--- src/rtl/iiitb_muldiv_if.sv ---
// Handshake and operand bus between the execute stage and the iterative
// multiply/divide unit.
interface iiitb_muldiv_if #(
    parameter int XLEN = 32
);
    logic            start;
    logic [2:0]      op;
    logic [XLEN-1:0] a;
    logic [XLEN-1:0] b;
    logic            abort;
    logic            busy;
    logic            done;
    logic [XLEN-1:0] result;

    modport master (
        output start, op, a, b, abort,
        input  busy, done, result
    );

    modport slave (
        input  start, op, a, b, abort,
        output busy, done, result
    );
endinterface

--- src/rtl/iiitb_muldiv.sv ---
// Iterative RV32M multiply/divide unit: radix-2 shift-add multiply and
// restoring divide, one bit per cycle, with start/busy/done handshake.
module iiitb_muldiv #(
    parameter int XLEN = 32
) (
    input  logic           clk,
    input  logic           RN,
    iiitb_muldiv_if.slave  bus
);
    localparam int CW = $clog2(XLEN + 1);
    localparam logic [XLEN-1:0]   ONE_X  = {{(XLEN-1){1'b0}}, 1'b1};
    localparam logic [2*XLEN-1:0] ONE_2X = {{(2*XLEN-1){1'b0}}, 1'b1};
    localparam logic [XLEN-1:0]   MIN_X  = {1'b1, {(XLEN-1){1'b0}}};
    localparam logic [XLEN-1:0]   ONES_X = {XLEN{1'b1}};
    localparam logic [XLEN-1:0]   ZERO_X = {XLEN{1'b0}};
    localparam logic [CW-1:0]     LAST_CNT = CW'(XLEN - 1);

    typedef enum logic [1:0] {
        ST_IDLE = 2'd0,
        ST_BUSY = 2'd1,
        ST_FIX  = 2'd2,
        ST_DONE = 2'd3
    } state_t;

    function automatic logic [XLEN-1:0] neg_if(input logic [XLEN-1:0] x, input logic neg);
        neg_if = neg ? (~x + ONE_X) : x;
    endfunction

    function automatic logic [2*XLEN-1:0] neg_if2(input logic [2*XLEN-1:0] x, input logic neg);
        neg_if2 = neg ? (~x + ONE_2X) : x;
    endfunction

    state_t            state_r, state_s;
    logic              busy_r, done_r;
    logic [XLEN-1:0]   result_r;
    logic              busy_s, done_s;
    logic [XLEN-1:0]   result_s;

    logic [2:0]        op_r;
    logic              neg_a_r, neg_b_r;
    logic [XLEN-1:0]   opnd_r;      // |multiplicand| or |divisor|
    logic [2*XLEN-1:0] acc_r;       // product, or remainder:quotient
    logic [CW-1:0]     cnt_r;

    // Request decode on the incoming operands
    logic              accept_s, signed_a_s, signed_b_s, neg_a_s, neg_b_s;
    logic              is_rem_s, b_zero_s, ovf_s, short_s;
    logic [XLEN-1:0]   short_val_s;

    assign accept_s   = ((state_r == ST_IDLE) || (state_r == ST_DONE)) && bus.start && !bus.abort;
    assign signed_a_s = (bus.op == 3'b001) || (bus.op == 3'b010) || (bus.op == 3'b100) || (bus.op == 3'b110);
    assign signed_b_s = (bus.op == 3'b001) || (bus.op == 3'b100) || (bus.op == 3'b110);
    assign neg_a_s    = signed_a_s && bus.a[XLEN-1];
    assign neg_b_s    = signed_b_s && bus.b[XLEN-1];
    assign is_rem_s   = bus.op[1];
    assign b_zero_s   = (bus.b == ZERO_X);
    assign ovf_s      = ((bus.op == 3'b100) || (bus.op == 3'b110)) && (bus.a == MIN_X) && (bus.b == ONES_X);
    assign short_s    = bus.op[2] && (b_zero_s || ovf_s);

    // Result for divide-by-zero and signed-overflow cases
    always_comb begin
        short_val_s = ZERO_X;
        if (b_zero_s) begin
            short_val_s = is_rem_s ? bus.a : ONES_X;
        end else if (ovf_s) begin
            short_val_s = is_rem_s ? ZERO_X : MIN_X;
        end else begin
            short_val_s = ZERO_X;
        end
    end

    // One iteration of the multiply and divide datapaths
    logic [XLEN:0]     mul_sum_s, div_shift_s, div_diff_s;
    logic [2*XLEN-1:0] mul_step_s, div_step_s;

    assign mul_sum_s   = {1'b0, acc_r[2*XLEN-1:XLEN]} + {1'b0, opnd_r};
    assign mul_step_s  = acc_r[0] ? {mul_sum_s, acc_r[XLEN-1:1]} : {1'b0, acc_r[2*XLEN-1:1]};
    assign div_shift_s = {acc_r[2*XLEN-1:XLEN], acc_r[XLEN-1]};
    assign div_diff_s  = div_shift_s - {1'b0, opnd_r};
    assign div_step_s  = div_diff_s[XLEN] ? {div_shift_s[XLEN-1:0], acc_r[XLEN-2:0], 1'b0}
                                          : {div_diff_s[XLEN-1:0],  acc_r[XLEN-2:0], 1'b1};

    // Sign correction and output selection applied in FIX
    logic [2*XLEN-1:0] prod_s;
    logic [XLEN-1:0]   quot_s, rem_s, fix_val_s;

    assign prod_s = neg_if2(acc_r, neg_a_r ^ neg_b_r);
    assign quot_s = neg_if(acc_r[XLEN-1:0], neg_a_r ^ neg_b_r);
    assign rem_s  = neg_if(acc_r[2*XLEN-1:XLEN], neg_a_r);

    // Pick the architectural result for the completed operation
    always_comb begin
        fix_val_s = ZERO_X;
        case (op_r)
            3'b000:                 fix_val_s = prod_s[XLEN-1:0];
            3'b001, 3'b010, 3'b011: fix_val_s = prod_s[2*XLEN-1:XLEN];
            3'b100, 3'b101:         fix_val_s = quot_s;
            3'b110, 3'b111:         fix_val_s = rem_s;
            default:                fix_val_s = ZERO_X;
        endcase
    end

    // FSM state register
    always_ff @(posedge clk or negedge RN) begin
        if (!RN) begin
            state_r <= ST_IDLE;
        end else begin
            state_r <= state_s;
        end
    end

    // FSM next-state logic; abort wins over start
    always_comb begin
        state_s = state_r;
        case (state_r)
            ST_IDLE, ST_DONE: begin
                if (accept_s) begin
                    state_s = short_s ? ST_DONE : ST_BUSY;
                end else begin
                    state_s = ST_IDLE;
                end
            end
            ST_BUSY: begin
                if (bus.abort) begin
                    state_s = ST_IDLE;
                end else if (cnt_r == LAST_CNT) begin
                    state_s = ST_FIX;
                end else begin
                    state_s = ST_BUSY;
                end
            end
            ST_FIX: begin
                if (bus.abort) begin
                    state_s = ST_IDLE;
                end else begin
                    state_s = ST_DONE;
                end
            end
            default: state_s = ST_IDLE;
        endcase
    end

    // FSM output logic: next values for the registered outputs
    always_comb begin
        busy_s   = (state_s == ST_BUSY) || (state_s == ST_FIX);
        done_s   = (state_s == ST_DONE);
        result_s = result_r;
        if (accept_s && short_s) begin
            result_s = short_val_s;
        end else if ((state_r == ST_FIX) && !bus.abort) begin
            result_s = fix_val_s;
        end else begin
            result_s = result_r;
        end
    end

    // Registered handshake outputs and result
    always_ff @(posedge clk or negedge RN) begin
        if (!RN) begin
            busy_r   <= 1'b0;
            done_r   <= 1'b0;
            result_r <= ZERO_X;
        end else begin
            busy_r   <= busy_s;
            done_r   <= done_s;
            result_r <= result_s;
        end
    end

    // Operand capture and per-cycle iteration
    always_ff @(posedge clk or negedge RN) begin
        if (!RN) begin
            op_r    <= 3'b000;
            neg_a_r <= 1'b0;
            neg_b_r <= 1'b0;
            opnd_r  <= ZERO_X;
            acc_r   <= {(2*XLEN){1'b0}};
            cnt_r   <= {CW{1'b0}};
        end else if (accept_s) begin
            op_r    <= bus.op;
            neg_a_r <= neg_a_s;
            neg_b_r <= neg_b_s;
            opnd_r  <= neg_if(bus.b, neg_b_s);
            acc_r   <= {ZERO_X, neg_if(bus.a, neg_a_s)};
            cnt_r   <= {CW{1'b0}};
        end else if ((state_r == ST_BUSY) && !bus.abort) begin
            acc_r   <= op_r[2] ? div_step_s : mul_step_s;
            cnt_r   <= cnt_r + CW'(1);
        end else begin
            cnt_r   <= cnt_r;
        end
    end

    assign bus.busy   = busy_r;
    assign bus.done   = done_r;
    assign bus.result = result_r;
endmodule
--- src/flat_wrapper.sv ---
// flat-port wrapper written by rule: the top's interface ports become plain ports
module iiitb_muldiv_flat 
#(
    parameter int XLEN = 32
)
  (clk, RN, bus_start, bus_op, bus_a, bus_b, bus_abort, bus_busy, bus_done, bus_result);
  iiitb_muldiv_if #(.XLEN(XLEN)) bus_i ();
  input  logic clk;
  input  logic RN;
  input wire logic [$bits(bus_i.start)-1:0] bus_start;
  input wire logic [$bits(bus_i.op)-1:0] bus_op;
  input wire logic [$bits(bus_i.a)-1:0] bus_a;
  input wire logic [$bits(bus_i.b)-1:0] bus_b;
  input wire logic [$bits(bus_i.abort)-1:0] bus_abort;
  output wire logic [$bits(bus_i.busy)-1:0] bus_busy;
  output wire logic [$bits(bus_i.done)-1:0] bus_done;
  output wire logic [$bits(bus_i.result)-1:0] bus_result;
  assign bus_i.start = bus_start;
  assign bus_i.op = bus_op;
  assign bus_i.a = bus_a;
  assign bus_i.b = bus_b;
  assign bus_i.abort = bus_abort;
  assign bus_busy = bus_i.busy;
  assign bus_done = bus_i.done;
  assign bus_result = bus_i.result;
  iiitb_muldiv #(.XLEN(XLEN)) u_core (.clk(clk), .RN(RN), .bus(bus_i));
endmodule
--- config.mk ---
export PLATFORM = sky130hd
export DESIGN_NAME = iiitb_muldiv_flat
export DESIGN_NICKNAME = d
export VERILOG_FILES = /design/src/rtl/iiitb_muldiv_if.sv /design/src/rtl/iiitb_muldiv.sv /design/src/flat_wrapper.sv
export SDC_FILE = /design/constraint.sdc
export NUM_CORES = 1
export LEC_CHECK = 0
export CAP_MARGIN = 20
export CORE_MARGIN = 5
export CORE_UTILIZATION = 56
export CTS_BUF_LIST = sky130_fd_sc_hd__clkbuf_4 sky130_fd_sc_hd__clkbuf_8
export CTS_CLUSTER_DIAMETER = 200
export DETAILED_ROUTE_END_ITERATION = 8
export PLACE_DENSITY_LB_ADDON = 0.3
export SLEW_MARGIN = 20
export SYNTH_ARGS = -nofsm -noshare
export SYNTH_HDL_FRONTEND = slang
export SYNTH_SLANG_ARGS = --single-unit
--- constraint.sdc ---
create_clock -name clk -period 3.7 [get_ports clk]
set_input_delay 0.74 -clock clk [delete_from_list [all_inputs] [get_ports clk]]
set_output_delay 0.74 -clock clk [all_outputs]
set_load 0.1 [all_outputs]
# After elaboration in Yosys (flattened, before gate mapping)
# Index checks and enable logic that the tools add are counted.
# totals
reg_bits	143
latchBits	0
mem_bits_rw	0
romBits	0
in_bits	71
output_inout_bits	34
wordCells	98
memories	0
# op_classes
n_addsub	8
multipliers	0
n_div	0
order_cmp	0
eq_ne	20
shift	0
muxes	25
n_bitwise	6
n_reduce_logical	29
# ops
operator	n
$mux 64	6
$mux 32	10
$add 32x1->32 const B	4
$not 32->32	4
$pmux 32 s4	1
$add 64x1->64 const B	1
$eq 32x32->1 const B	2
$not 64->64	1
$add 32x32->33	1
$sub 33x32->33	1
$logic_not 32->1	1
$eq 3x3->1 const B	6
$mux 6	2
$logic_and 1x1->1	10
$mux 2	5
$eq 3x2->1 const B	3
$logic_or 1x1->1	9
$eq 2x2->1 const B	4
$add 6x1->6 const B	1
$eq 3x1->1 const B	2
$eq 6x5->1 const B	1
$pmux 2 s3	1
$reduce_or 2->1	3
$eq 2x1->1 const B	2
6 further kinds	7

# Longest topological paths before layout
# Gate-level depths: netlist (run 1).
# logic_depth
depth_word	11
mapped_depth	14
mapped_depth_nobuf	12

# Worst setup path after synthesis (run 1)
# Ideal clock, no wire load.
# synth_path
path_type	register to register
start	register u_core.acc_r[31]
end	register u_core.acc_r[53]
setup_time_ns	0.126
t_arrival_ns	3.322
slack_ns	0.252
path_stages_with_launch	13
synth_period_minus_slack_ns	3.448
path_cell_list	dfrtp_1 > inv_1 > ha_1 > fa_1 > nand2b_1 > a21oi_1 > o2111ai_1 > a21o_1 > a2111oi_4 > nor3_2 > nor2_1 > mux2_2 > a221o_1
# synth_via
elab_chain_len	5
# synth_rtl
item	line_no	rtl
from (decl)	iiitb_muldiv.sv:42	logic [2*XLEN-1:0] acc_r;
from (signal assigned)	iiitb_muldiv.sv:177	acc_r <= {(2*XLEN){1'b0}};
from (signal assigned)	iiitb_muldiv.sv:184	acc_r <= {ZERO_X, neg_if(bus.a, neg_a_s)};
from (signal assigned)	iiitb_muldiv.sv:187	acc_r <= op_r[2] ? div_step_s : mul_step_s;
$sub 33x32->33	iiitb_muldiv.sv:79	assign div_diff_s = div_shift_s - {1'b0, opnd_r};
$mux 64	iiitb_muldiv.sv:80	assign div_step_s = div_diff_s[XLEN] ? {div_shift_s[XLEN-1:0], acc_r[XLEN-2:0], 1'b0}
$mux 64	iiitb_muldiv.sv:187	
$mux 64	iiitb_muldiv.sv:186	end else if ((state_r == ST_BUSY) && !bus.abort) begin
$mux 64	iiitb_muldiv.sv:179	end else if (accept_s) begin
# No other way between the ends. The select of a mux whose other input is x is not followed.
# A chain may end at the register's enable or synchronous reset.

# Final worst setup path (run 1)
# layout_path
start	register u_core.opnd_r[17]
end	register u_core.acc_r[63]
# layout_via
elab_chain_len	5
word_cells_on_any_way	7
# layout_rtl
item	line_no	rtl
from (decl)	iiitb_muldiv.sv:41	logic [XLEN-1:0] opnd_r;
from (signal assigned)	iiitb_muldiv.sv:183	opnd_r <= neg_if(bus.b, neg_b_s);
$sub 33x32->33 / $add 32x32->33 (equally long branches)	iiitb_muldiv.sv:79, iiitb_muldiv.sv:76	
$mux 64, on equally long branches	iiitb_muldiv.sv:80, iiitb_muldiv.sv:77	
$mux 64 (*)	iiitb_muldiv.sv:187	
$mux 64 (*)	iiitb_muldiv.sv:186	
$mux 64 (*)	iiitb_muldiv.sv:179	
# Every way passes the cells marked *; elsewhere a longest branch is shown, timed or not. The select of a mux whose other input is x is not followed.

==> reports/results.tsv, run 1 <==
metric	value	unit
status	completed	
clock-root-buffer	clkbuf_8	
cts_max_path_buffers	2	
syn-num-nets	2072	
period_needed	3.632	ns
mostFrequentLayoutCell	a21oi_1	
clock_skew	0.02538	ns
max_freq	275.3	MHz
crit_type	reg2reg	
dp_hpwl	41160	µm
power.share.combinational	54.9	%
fin_util	65.94	%
cp-start-kind	flop	
ys_ff_latch	143	
htree_num_levels	4	
final_cell_mix	a21oi_1, nand2_1, nor2_1	
p_int	4.036	mW
die_y	172.2	µm
synth_edf_count	0	
multiInputGateArea	10400	µm²
ys_types	88	
slowest_delay	0.67	ns
die_area	29660	µm²
pre_cts_ws	-0.1111	ns
seq_power_share	27.7	%
cts_tree	built	
vias	16060	
avgSynthCellArea	7.651	µm²
fillCellCount	2299	
area_growth_syn_to_layout	16.28	%
drc_errors	0	
syn_inst	1926	
min_path_type	in2async	
post-route-period-util	98.17	%
drv_slew	0	
initial_core_util	56.71	%
antenna_cells	0	
cp.required	4.06	ns
clkPwrFrac	17.4	%
cp_cell_sequence	inv_1 > ha_1 > a21o_1 > a31oi_1 > nor2_1 > a311o_1 > a21o_1 > o21a_2 > buf_4 > or4b_2 > mux2i_1 > nor3_1	
totalWireLength	53910	µm
grt_max_degree	74	
p_sw_share	48.21	%
path_max_fanout	5	
synth_ff_type	dfrtp_1	
ios	105	
p_leak	7.177	nW
fp-row-count	59	
drive_above_1_share	10.40	%
worstPathArrival	3.99	ns
tightest_slew	1.004	ns
power.total	7.792	mW
antenna_found_initial	0	
slew_headroom	32.84	%
power_switching	3.756	mW
grt_usage	36.04	%
power_density	454.7	nW/µm²
io_buffers	104	
nNetsFinal	2190	
drt_first_pass_iters	9	
yosysWarnings	0	
final-setup-viol-count	0	
rsz0062_at_grt	true	
synth.cell_area	14740	µm²
yosysSeqAreaShare	24.28	%
critPathMostFrequentCell	a21o_1	
postRouteAntennaNets	0	
cts_made_buffers	17	
path_clk_slew	0.10	ns
async_reset_ff_share	100.0	%
layout_setup_ws	0.06767	ns
wl_per_cell	22.54	µm
crit_path_end_kind	flop	
die_width	172.2	µm
via_per_inst	6.712	
slowest_stage	or4b_2	
ir_worst_vdd	0.2639	mV
maxCapViolations	0	
routabilityCongestion	1.041	
grt_pass1_wl	84590	µm
place_inst	2358	
finalHoldViolCount	0	
instances_no_fill	2392	
core_area	25980	µm²
grt-ovfl-total	0	
clkLatencyLatePin	0.48	ns
grt_pass1_vias	15190	
detail_route.iter0.violations	1987	
cts_sinks	143	
register_area	3581	µm²
worst_hold_slack	0.2813	ns
-- kinds of logic (layout without fill, tap and decap cells) --
| kind of cell | after synthesis | in the layout | share of synthesized area [%] |
|---|---|---|---|
| AOI/OAI and AO/OA | 662 | 662 | 28.86 |
| xor gates and xnor gates | 185 | 185 | 11.00 |
| adders and majority gates | 75 | 75 | 6.470 |
| buffers and inverters | 207 | 338 | 5.510 |
| DFF | 143 | 143 | 24.28 |
| muxes | 54 | 54 | 3.795 |
| and+or+nand+nor | 600 | 600 | 20.09 |
-- through the flow --
stage | area [µm²] | setup TNS, ns
2_1_floorplan | 14740 | 0
3_3_place_gp | 16700 | -0.06714
3_5_place_dp | 16700 | -0.7096
4_1_cts | 17090 | 0
5_1_grt | 17140 | -0.2851
6_report | 17140 | 0
-- power by group through the flow --
stage / Clock (mW) / Combinational [mW] / Sequential [mW]
final: 1.35 / 4.28 / 2.16
after global routing: 1.42 / 4.64 / 2.18
after CTS: 1.35 / 4.16 / 2.13
after detailed placement: 0 / 4.13 / 2.16
after global placement: 0 / 4.07 / 2.15
after floorplan: 0 / 2.95 / 1.98
-- worst max-delay path: cells and delay by family (launching register included) --
family | cells | cell delay, ns
flops | 1 | 0.45
buf+inv | 2 | 0.21
compound gates | 5 | 1.46
simple gates | 3 | 0.86
fa+ha+maj | 1 | 0.35
mux | 1 | 0.16
-- what timing repair did --
| item | in CTS | in global routing |
|---|---|---|
| gates resized for setup | 0 | 9 |
| hold endpoints to repair | 0 | 0 |
| hold buffers | 0 | 0 |
| endpoints found under the setup margin | 0 | 24 |
| buffers inserted | 0 | 2 |
-- final timing paths --
path                                            start               endpoint  slack [ns]  cells past startpoint
worst max-delay path                u_core.opnd_r[17]       u_core.acc_r[63]        0.07                     12
worst min-delay path                               RN       u_core.acc_r[24]        0.28                      1
worst max register to register      u_core.opnd_r[17]       u_core.acc_r[63]        0.07                     12
worst min register to register  u_core.bus.result[25]  u_core.bus.result[25]        0.53                      1
max in group asynchronous                          RN      u_core.opnd_r[19]        2.64                      2
min in group clk                u_core.bus.result[25]  u_core.bus.result[25]        0.53                      1
-- cell type report --
class	instances	share of cell area, %
flip-flops and latches	143	20.90
well taps	335	2.446
clock buffers	18	1.446
multi-input cells	1576	60.67
repair buffers	234	12.09
inverters	72	1.577
clock inverters	14	0.8689
-- cells in the mapped netlist (10+ instances only) --
cell	n	area, µm²
a21oi_1	183	915.9
nand2_1	166	623.1
nor2_1	155	581.8
o21ai_0	151	755.7
dfrtp_1	143	3578
clkbuf_1	117	439.2
xnor2_1	109	954.7
xor2_1	76	665.6
ha_1	73	913.4
inv_1	71	266.5
a211oi_1	56	420.4
nor3_1	50	250.2
mux2i_1	42	420.4
nand3_1	39	195.2
nor2b_1	29	181.4
o31ai_1	28	210.2
a31oi_1	27	168.9
o22ai_1	27	168.9
o21a_1	26	195.2
nand4_1	24	150.1
a21o_1	23	172.7
or3_1	23	143.9
nand2b_1	21	131.4
o221ai_1	20	175.2
nor4_1	19	118.9
or4_1	16	120.1
o41ai_1	15	131.4
o211ai_1	14	105.1
or2_2	13	81.33
and3_1	12	75.07
mux2_2	11	123.9
and2_1	10	62.56
-- per-layer routing --
metal	wire length (µm)	part of all wire [%]	vias to the layer above	GRT usage, %
met5	0	0	-	0
met1	22800	42	7633	51.94
met2	23130	43	967	54.15
li1	-	-	7316	-
met3	6215	12	140	8.390
met4	1766	3.3	0	10.42
-- state kept, by name, summed over array words and instances (netlist names) --
register	count
u_core.state_r	2
u_core.bus.done	1
u_core.op_r	3
u_core.bus.result	32
u_core.acc_r	64
u_core.cnt_r	6
u_core.neg_a_r	1
u_core.neg_b_r	1
u_core.opnd_r	32
u_core.bus.busy	1
Note: power is estimated with default switching activity, not from simulation.
==> inputs of run 2 (changes only) <==
Settings changed: TNS_END_PERCENT set to 30.
==> run 2 against run 1 <==
  * Sequential cell count stayed put
  * Clock power hardly changed
  * Count of clock-buffer cells in the layout unchanged
  * Clock skew rose by 0.0010 ns
  * Utilization about the same
  * Critical path type unchanged
  * Largest cell class unchanged
==> reports/results.tsv, run 2 (synthesis gave the netlist of run 1 again) <==
metric	value	unit
status	completed	
drc_errors	0	
cp-start-kind	flop	
grt_pass1_wl	84590	µm
fillCellCount	2298	
multiInputGateArea	10390	µm²
die_y	172.2	µm
vias	15900	
wl_per_cell	22.55	µm
maxCapViolations	0	
grt-ovfl-total	0	
mostFrequentLayoutCell	a21oi_1	
cts_made_buffers	17	
power.total	7.791	mW
die_area	29660	µm²
min_path_type	in2async	
grt_max_degree	74	
fin_setup_tns	0	ns
cts_max_path_buffers	2	
postRouteAntennaNets	0	
worst_hold_slack	0.2810	ns
core_area	25980	µm²
final_cell_mix	a21oi_1, nand2_1, nor2_1	
clock-root-buffer	clkbuf_8	
path_max_fanout	5	
die_width	172.2	µm
grt_usage	36.04	%
clkLatencyLatePin	0.48	ns
ir_worst_vdd	0.2621	mV
grt_pass1_vias	15190	
io_buffers	104	
crit_path_end_kind	flop	
cp.required	4.06	ns
fp-row-count	59	
clock_skew	0.02641	ns
dp_hpwl	41160	µm
fin_util	65.92	%
slew_headroom	32.89	%
antenna_found_initial	0	
totalWireLength	53950	µm
drive_above_1_share	10.35	%
cts_tree	built	
area_growth_syn_to_layout	16.24	%
crit_type	reg2reg	
post-route-period-util	98.24	%
rsz0062_at_grt	true	
largest_reg_flops	64	
place_inst	2358	
p_leak	7.175	nW
power_density	454.8	nW/µm²
ios	105	
htree_num_levels	4	
worstPathArrival	4.00	ns
cts_sinks	143	
regMostFlops	u_core.acc_r	
drv_slew	0	
detail_route.iter0.violations	2048	
register_area	3581	µm²
instances_no_fill	2392	
drt_first_pass_iters	6	
final-setup-viol-count	0	
finalHoldViolCount	0	
antenna_cells	0	
initial_core_util	56.71	%
tightest_slew	1.004	ns
routabilityCongestion	1.041	
nNetsFinal	2190	
period_needed	3.635	ns
path_clk_slew	0.10	ns
via_per_inst	6.645	
max_freq	275.1	MHz
run 2: cell counts in the layout (fill, tap and decap cells not counted):
No cell type changed its count.
run 2: area by class of cell:
cell class / count / area share (%)
multi-input combinational: 1576 / 60.66
sequential: 143 / 20.90
timing repair buffer: 234 / 12.10
tap: 335 / 2.447
inverter: 72 / 1.578
clock buffer: 18 / 1.446
clock inverter: 14 / 0.8692
run 2: worst paths after layout:
path	from	end	slack, ns	cells past startpoint
worst max-delay path	u_core.opnd_r[17]	u_core.acc_r[63]	0.07	12
worst min-delay path	RN	u_core.acc_r[24]	0.28	1
worst max register to register	u_core.opnd_r[17]	u_core.acc_r[63]	0.07	12
worst min register to register	u_core.bus.result[10]	u_core.bus.result[10]	0.52	1
max in group asynchronous	RN	u_core.opnd_r[19]	2.63	2
min in group clk	u_core.bus.result[10]	u_core.bus.result[10]	0.52	1
run 2: worst max-delay path, cell delays in order (launching register included):
cell and delay (ns):
dfrtp_1 0.45, inv_1 0.07, ha_1 0.35, a21o_1 0.22
a31oi_1 0.35, nor2_1 0.12, a311o_1 0.39, a21o_1 0.25
o21a_2 0.27, buf_4 0.15, or4b_2 0.67, mux2i_1 0.16
nor3_1 0.07
run 2: per-stage QoR:
| step | setup WS (ns) | area [µm²] |
|---|---|---|
| 3_5_place_dp | -0.1111 | 16700 |
| 5_1_grt | -0.06360 | 17130 |
| 4_1_cts | 0.1027 | 17090 |
| 3_3_place_gp | -0.05016 | 16700 |
| 6_report | 0.06514 | 17130 |
| 2_1_floorplan | 0.2516 | 14740 |
run 2: timing repair:
item | CTS | global route
endpoints found under the setup margin | 0 | 24
hold buffers | 0 | 0
resized for setup | 0 | 7
setup buffers | 0 | 2
run 2: metal layers:
| metal | wire length (µm) | track usage [%] | up-vias |
|---|---|---|---|
| li1 | - | - | 7318 |
| met1 | 23170 | 51.94 | 7580 |
| met2 | 23220 | 54.15 | 886 |
| met3 | 6017 | 8.390 | 112 |
| met4 | 1542 | 10.42 | 0 |
| met5 | 0 | 0 | - |
run 2: power by group:
part / switching (mW) / total (mW) / internal (mW) / leakage (nW)
Sequential: 0.395 / 2.16 / 1.76 / 1.85
Clock: 0.772 / 1.35 / 0.576 / 0.195
Combinational: 2.59 / 4.28 / 1.69 / 5.13
Total: 3.76 / 7.79 / 4.03 / 7.18
